$ cat src/rtl/m_pcpi_issuer_pkg.sv
// Shared types and defaults for the PCPI issuer: FSM state encoding and parameter defaults.
package m_pcpi_issuer_pkg;

  typedef enum logic [1:0] {
    ISS_IDLE,
    ISS_ISSUE,
    ISS_RESP
  } iss_state_t;

  localparam int PCPI_TIMEOUT_DEFAULT = 16;
  localparam int PCPI_CYC_W_DEFAULT   = 16;

endpackage

$ cat src/rtl/m_pcpi_timeout.sv
// Claim-timeout down-counter: load/reload to TIMEOUT_CYCLES-1, decrement while unclaimed.
// expired is combinational from the count; the count stops at zero.
module m_pcpi_timeout #(
  parameter int TIMEOUT_CYCLES = 16
) (
  input  logic clk,
  input  logic reset,
  input  logic load,
  input  logic dec,
  output logic expired
);

  localparam int             W        = $clog2(TIMEOUT_CYCLES) + 1;
  localparam logic [W-1:0]   LOAD_VAL = W'(TIMEOUT_CYCLES - 1);

  logic [W-1:0] cnt;

  always_ff @(posedge clk or posedge reset) begin
    if (reset) begin
      cnt <= '0;
    end else if (load) begin
      cnt <= LOAD_VAL;
    end else if (dec && (cnt != '0)) begin
      cnt <= cnt - W'(1);
    end
  end

  assign expired = (cnt == '0);

endmodule

$ cat src/rtl/m_pcpi_issuer.sv
// PCPI initiator: one request in flight, response ready one cycle after pcpi_ready or timeout.
// Request accepted only in IDLE; response held until rsp_ready, then one IDLE cycle before next accept.
module m_pcpi_issuer
  import m_pcpi_issuer_pkg::*;
#(
  parameter int TIMEOUT_CYCLES = PCPI_TIMEOUT_DEFAULT,
  parameter int CYC_W          = PCPI_CYC_W_DEFAULT
) (
  input  logic             clk,
  input  logic             reset,
  input  logic             req_valid,
  output logic             req_ready,
  input  logic [31:0]      req_insn,
  input  logic [31:0]      req_rs1,
  input  logic [31:0]      req_rs2,
  output logic             pcpi_valid,
  output logic [31:0]      pcpi_insn,
  output logic [31:0]      pcpi_rs1,
  output logic [31:0]      pcpi_rs2,
  input  logic             pcpi_busy,
  input  logic             pcpi_ready,
  input  logic             pcpi_wr,
  input  logic [31:0]      pcpi_rd,
  output logic             rsp_valid,
  input  logic             rsp_ready,
  output logic             rsp_wr,
  output logic [31:0]      rsp_rd,
  output logic             rsp_trap,
  output logic [CYC_W-1:0] rsp_cycles
);

  iss_state_t state, next_state;
  logic       accept, done_hit, trap_hit, tmo_load, tmo_dec, expired;

  always_ff @(posedge clk or posedge reset) begin
    if (reset) state <= ISS_IDLE;
    else       state <= next_state;
  end

  // pcpi_ready is checked first so it wins over a same-cycle timeout expiry.
  always_comb begin
    next_state = state;
    accept     = 1'b0;
    done_hit   = 1'b0;
    trap_hit   = 1'b0;
    tmo_load   = 1'b0;
    tmo_dec    = 1'b0;
    case (state)
      ISS_IDLE: begin
        if (req_valid) begin
          accept     = 1'b1;
          tmo_load   = 1'b1;
          next_state = ISS_ISSUE;
        end
      end
      ISS_ISSUE: begin
        if (pcpi_ready) begin
          done_hit   = 1'b1;
          next_state = ISS_RESP;
        end else if (pcpi_busy) begin
          tmo_load   = 1'b1;
        end else if (expired) begin
          trap_hit   = 1'b1;
          next_state = ISS_RESP;
        end else begin
          tmo_dec    = 1'b1;
        end
      end
      ISS_RESP: begin
        if (rsp_ready) next_state = ISS_IDLE;
      end
      default: next_state = ISS_IDLE;
    endcase
  end

  assign req_ready = (state == ISS_IDLE);

  m_pcpi_timeout #(
    .TIMEOUT_CYCLES(TIMEOUT_CYCLES)
  ) u_timeout (
    .clk     (clk),
    .reset   (reset),
    .load    (tmo_load),
    .dec     (tmo_dec),
    .expired (expired)
  );

  always_ff @(posedge clk or posedge reset) begin
    if (reset) begin
      pcpi_valid <= 1'b0;
      pcpi_insn  <= '0;
      pcpi_rs1   <= '0;
      pcpi_rs2   <= '0;
      rsp_valid  <= 1'b0;
      rsp_wr     <= 1'b0;
      rsp_rd     <= '0;
      rsp_trap   <= 1'b0;
      rsp_cycles <= '0;
    end else begin
      pcpi_valid <= (next_state == ISS_ISSUE);
      rsp_valid  <= (next_state == ISS_RESP);
      if (accept) begin
        pcpi_insn  <= req_insn;
        pcpi_rs1   <= req_rs1;
        pcpi_rs2   <= req_rs2;
        rsp_cycles <= '0;
      end
      if ((state == ISS_ISSUE) && (rsp_cycles != {CYC_W{1'b1}})) begin
        rsp_cycles <= rsp_cycles + CYC_W'(1);
      end
      if (done_hit) begin
        rsp_wr   <= pcpi_wr;
        rsp_rd   <= pcpi_rd;
        rsp_trap <= 1'b0;
      end else if (trap_hit) begin
        rsp_wr   <= 1'b0;
        rsp_rd   <= '0;
        rsp_trap <= 1'b1;
      end
    end
  end

endmodule

$ cat config.mk
export PLATFORM = sky130hd
export DESIGN_NAME = m_pcpi_issuer
export DESIGN_NICKNAME = d
export VERILOG_FILES = /design/src/rtl/m_pcpi_issuer_pkg.sv /design/src/rtl/m_pcpi_timeout.sv /design/src/rtl/m_pcpi_issuer.sv
export SDC_FILE = /design/constraint.sdc
export NUM_CORES = 1
export LEC_CHECK = 0
export CAP_MARGIN = 20
export CORE_ASPECT_RATIO = 0.75
export CORE_MARGIN = 3
export CORE_UTILIZATION = 46
export CTS_BUF_LIST = sky130_fd_sc_hd__clkbuf_4
export DETAILED_ROUTE_END_ITERATION = 10
export PLACE_DENSITY = 0.89
export SYNTH_ARGS = -nofsm -noshare
export SYNTH_HDL_FRONTEND = slang
export SYNTH_SLANG_ARGS = --single-unit
$ cat constraint.sdc
create_clock -name clk -period 11 [get_ports clk]
set_clock_uncertainty 0.1 [all_clocks]
set_input_delay 1.1 -clock clk [delete_from_list [all_inputs] [get_ports clk]]
set_output_delay 1.1 -clock clk [all_outputs]
set_load 0.1 [all_outputs]
==> results.cfg <==
[clock_tree]
numCtsBuffers = 17
ctsResizeCount = 0
cts_sinks = 155
clk_pin_slew_ns = 0.13
cts_tree = built
clock-root-buffer = clkbuf_4
cts_max_path_buffers = 2
clock_latency_ns = 0.53
htreeDepth = 4
cts.hold.buffers_added = 0
cts_setup_buffers = 0

[outcome]
status = complete, no violations

[yosys]
synth_cells = 622
synth_top_area_share_pct = 63.0
synth_edf_count = 0
synthArstFlopShare_pct = 100
ys.flop_type = dfrtp_1
synthSimpleGateAreaFrac_pct = 24.4
synth_fp_nets = 760
seq_area_frac_synth_pct = 63.0
synth_fa_ha_area_share_pct = 0.609
avgSynthCellArea_um2 = 9.90
yosys_warnings = 0
synth_compound_area_share_pct = 8.67
synthMuxAreaShare_pct = 0.487
ys_seq_elements = 155
synth_xor_area_share_pct = 0.426
syn_area_um2 = 6160
yosysTopAreaCell = dfrtp_1
synth.area.top_cells = dfrtp_1, nand2_1, a22o_1, nand3_1, buf_1
synth_top_family_by_area = simple AND/OR/NAND/NOR gates
yosysUniqueCellTypes = 47

[floorplanning]
dieHeight_um = 106
dieArea_um2 = 14800
rows = 35
ios = 284
coreArea_um2 = 12700
start_util_pct = 48.5
die_w_um = 140

[global_routing]
grtUsageMet1_pct = 31.3
antenna_found_initial = 1
grt_pass1_wl_um = 29200
grt_max_degree = 113
top_usage_layer = met2
overflow = 0
met3_usage_pct = 10.4
met2_usage_pct = 40.8
grt_pass1_vias = 5435
gr-usage-all-layers_pct = 25.0

[final_layout]
post-route-cell-area_um2 = 9480
drive_gt1_share_pct = 5.49
seqCellArea_um2 = 3880
multi_input_area_um2 = 2140
synthToLayoutAreaGrowth_pct = 53.9
antennaDiodeCount = 0
fin_nets = 1036
filler_cell_count = 855

[critical_path]
cp_slowest_cell = clkdlybuf4s50_1
critPathLaunchType = flop
cp_cell_sequence = nor2_1 > clkdlybuf4s50_1
required_ns = 9.80
critPathCaptureType = primary output
worst-path-max-fanout = 5
critPathKind = flop to primary output
crit_arrival_ns = 2.46
slowest_delay_ns = 1.20

[sta]
slew_headroom_pct = 27.6
tightest_slew_ns = 1.09
max_freq_ghz = 0.273
final.setup.tns_ns = 0
setup_viol = 0
slew_viol_final = 0
rsz0062_at_grt = false
fin_crit_sh_pct = 33.3
final_hold_viol_count = 0
whs_ns = 0.387
min_period_ns = 3.66

[drt]
drc_errors = 0
viasPerCell = 5.12
drtIter0Drc = 326
wl_um = 18600
num_vias = 5510
drt-wirelength-per-cell_um = 17.2
first_pass_iters = 4
antenna_left = 0

[placement]
gp_congestion = 0.807
dpl_cell_area_um2 = 9110
io_buffers = 283
hpwl_um = 13200

[hold_path]
hp-class = flop to flop

[job]
drv_cap = 0
## metrics by stage
stage	instances	worst slack, ns	utilization, %
2_1_floorplan	622	5.62	-
3_3_place_gp	1042	7.71	71.6
3_5_place_dp	1043	7.65	71.7
4_1_cts	1075	7.29	74.2
5_1_grt	1077	7.20	74.7
6_report	1077	7.34	74.7
## synth_stat cells, types with 2 or more instances
library cell and number:
a221o_1 3, xnor2_1 2, and3_2 3, nand4_1 5, buf_2 6, nand2_1 301
clkbuf_1 10, and2_1 2, nor3_1 5, nor2b_1 3, dfrtp_1 155, ha_1 3
o21ai_0 8, buf_1 13, and3_1 4, buf_6 2, nand2b_1 2, or3_1 2
nand3_1 11, a21oi_1 8, a211o_1 3, mux2i_1 3, a22o_1 33, nor2_1 6
nor2_4 2, inv_1 3, a31oi_1 4
## routing by layer
| layer | routed length [um] | up-vias |
|---|---|---|
| li1 | - | 2599 |
| met1 | 7500 | 2660 |
| met2 | 8900 | 227 |
| met3 | 1940 | 22 |
| met4 | 214 | 2 |
| met5 | 7 | - |
## flip-flops by register name, indices dropped and copies added, names as in the netlist
name / count
state: 2
rsp_cycles: 16
u_timeout.cnt: 5
rsp_valid: 1
rsp_rd: 32
pcpi_valid: 1
pcpi_rs1: 32
pcpi_insn: 32
rsp_trap: 1
rsp_wr: 1
pcpi_rs2: 32
## cell type report
cell class / instances / share of cell area (%)
Sequential cell: 155 / 40.9
Clock buffer: 19 / 1.50
Timing Repair Buffer: 288 / 30.8
Tap cell: 166 / 2.19
Clock inverter: 13 / 1.85
Inverter: 3 / 0.172
Multi-Input combinational cell: 433 / 22.6
## final timing paths
kind	from	to	slack (ns)	cells after the start
max in group asynchronous	reset	rsp_cycles[11]	8.79	4
worst min register to register	pcpi_insn[30]	pcpi_insn[30]	0.39	2
min in group asynchronous	reset	pcpi_rs1[18]	0.71	2
worst min-delay path	pcpi_insn[30]	pcpi_insn[30]	0.39	2
worst max register to register	state[1]	rsp_cycles[2]	8.52	4
worst max-delay path	state[1]	req_ready	7.34	2
## cells in the final DEF (no fill, tap or decap), types with 4 or more instances in the layout
cell type / count
o21ai_0: 8
a22o_1: 33
nor3_1: 5
nor2_1: 6
a21oi_1: 8
a31oi_1: 4
bufinv_16: 4
clkdlybuf4s50_1: 283
nand3_1: 11
and3_1: 4
nand2_1: 300
dfrtp_1: 155
nand4_1: 5
clkbuf_4: 19
## logic make-up after synthesis
family                     after synthesis
AOI/OAI and AO/OA                       67
xor gates and xnor gates                 3
adders and majority gates                3
buffers and inverters                   34
DFF                                    155
muxes                                    3
and+or+nand+nor                        357
## critical path: cells and delay by family, from the launching register on
kind                   cells  cell delay (ns)
and+or+nand+nor            1             0.29
DFF                        1             0.44
buffers and inverters      1             1.20
Power is not shown: default switching activity piles up to over one toggle a cycle in this logic, so the estimate is an artifact.
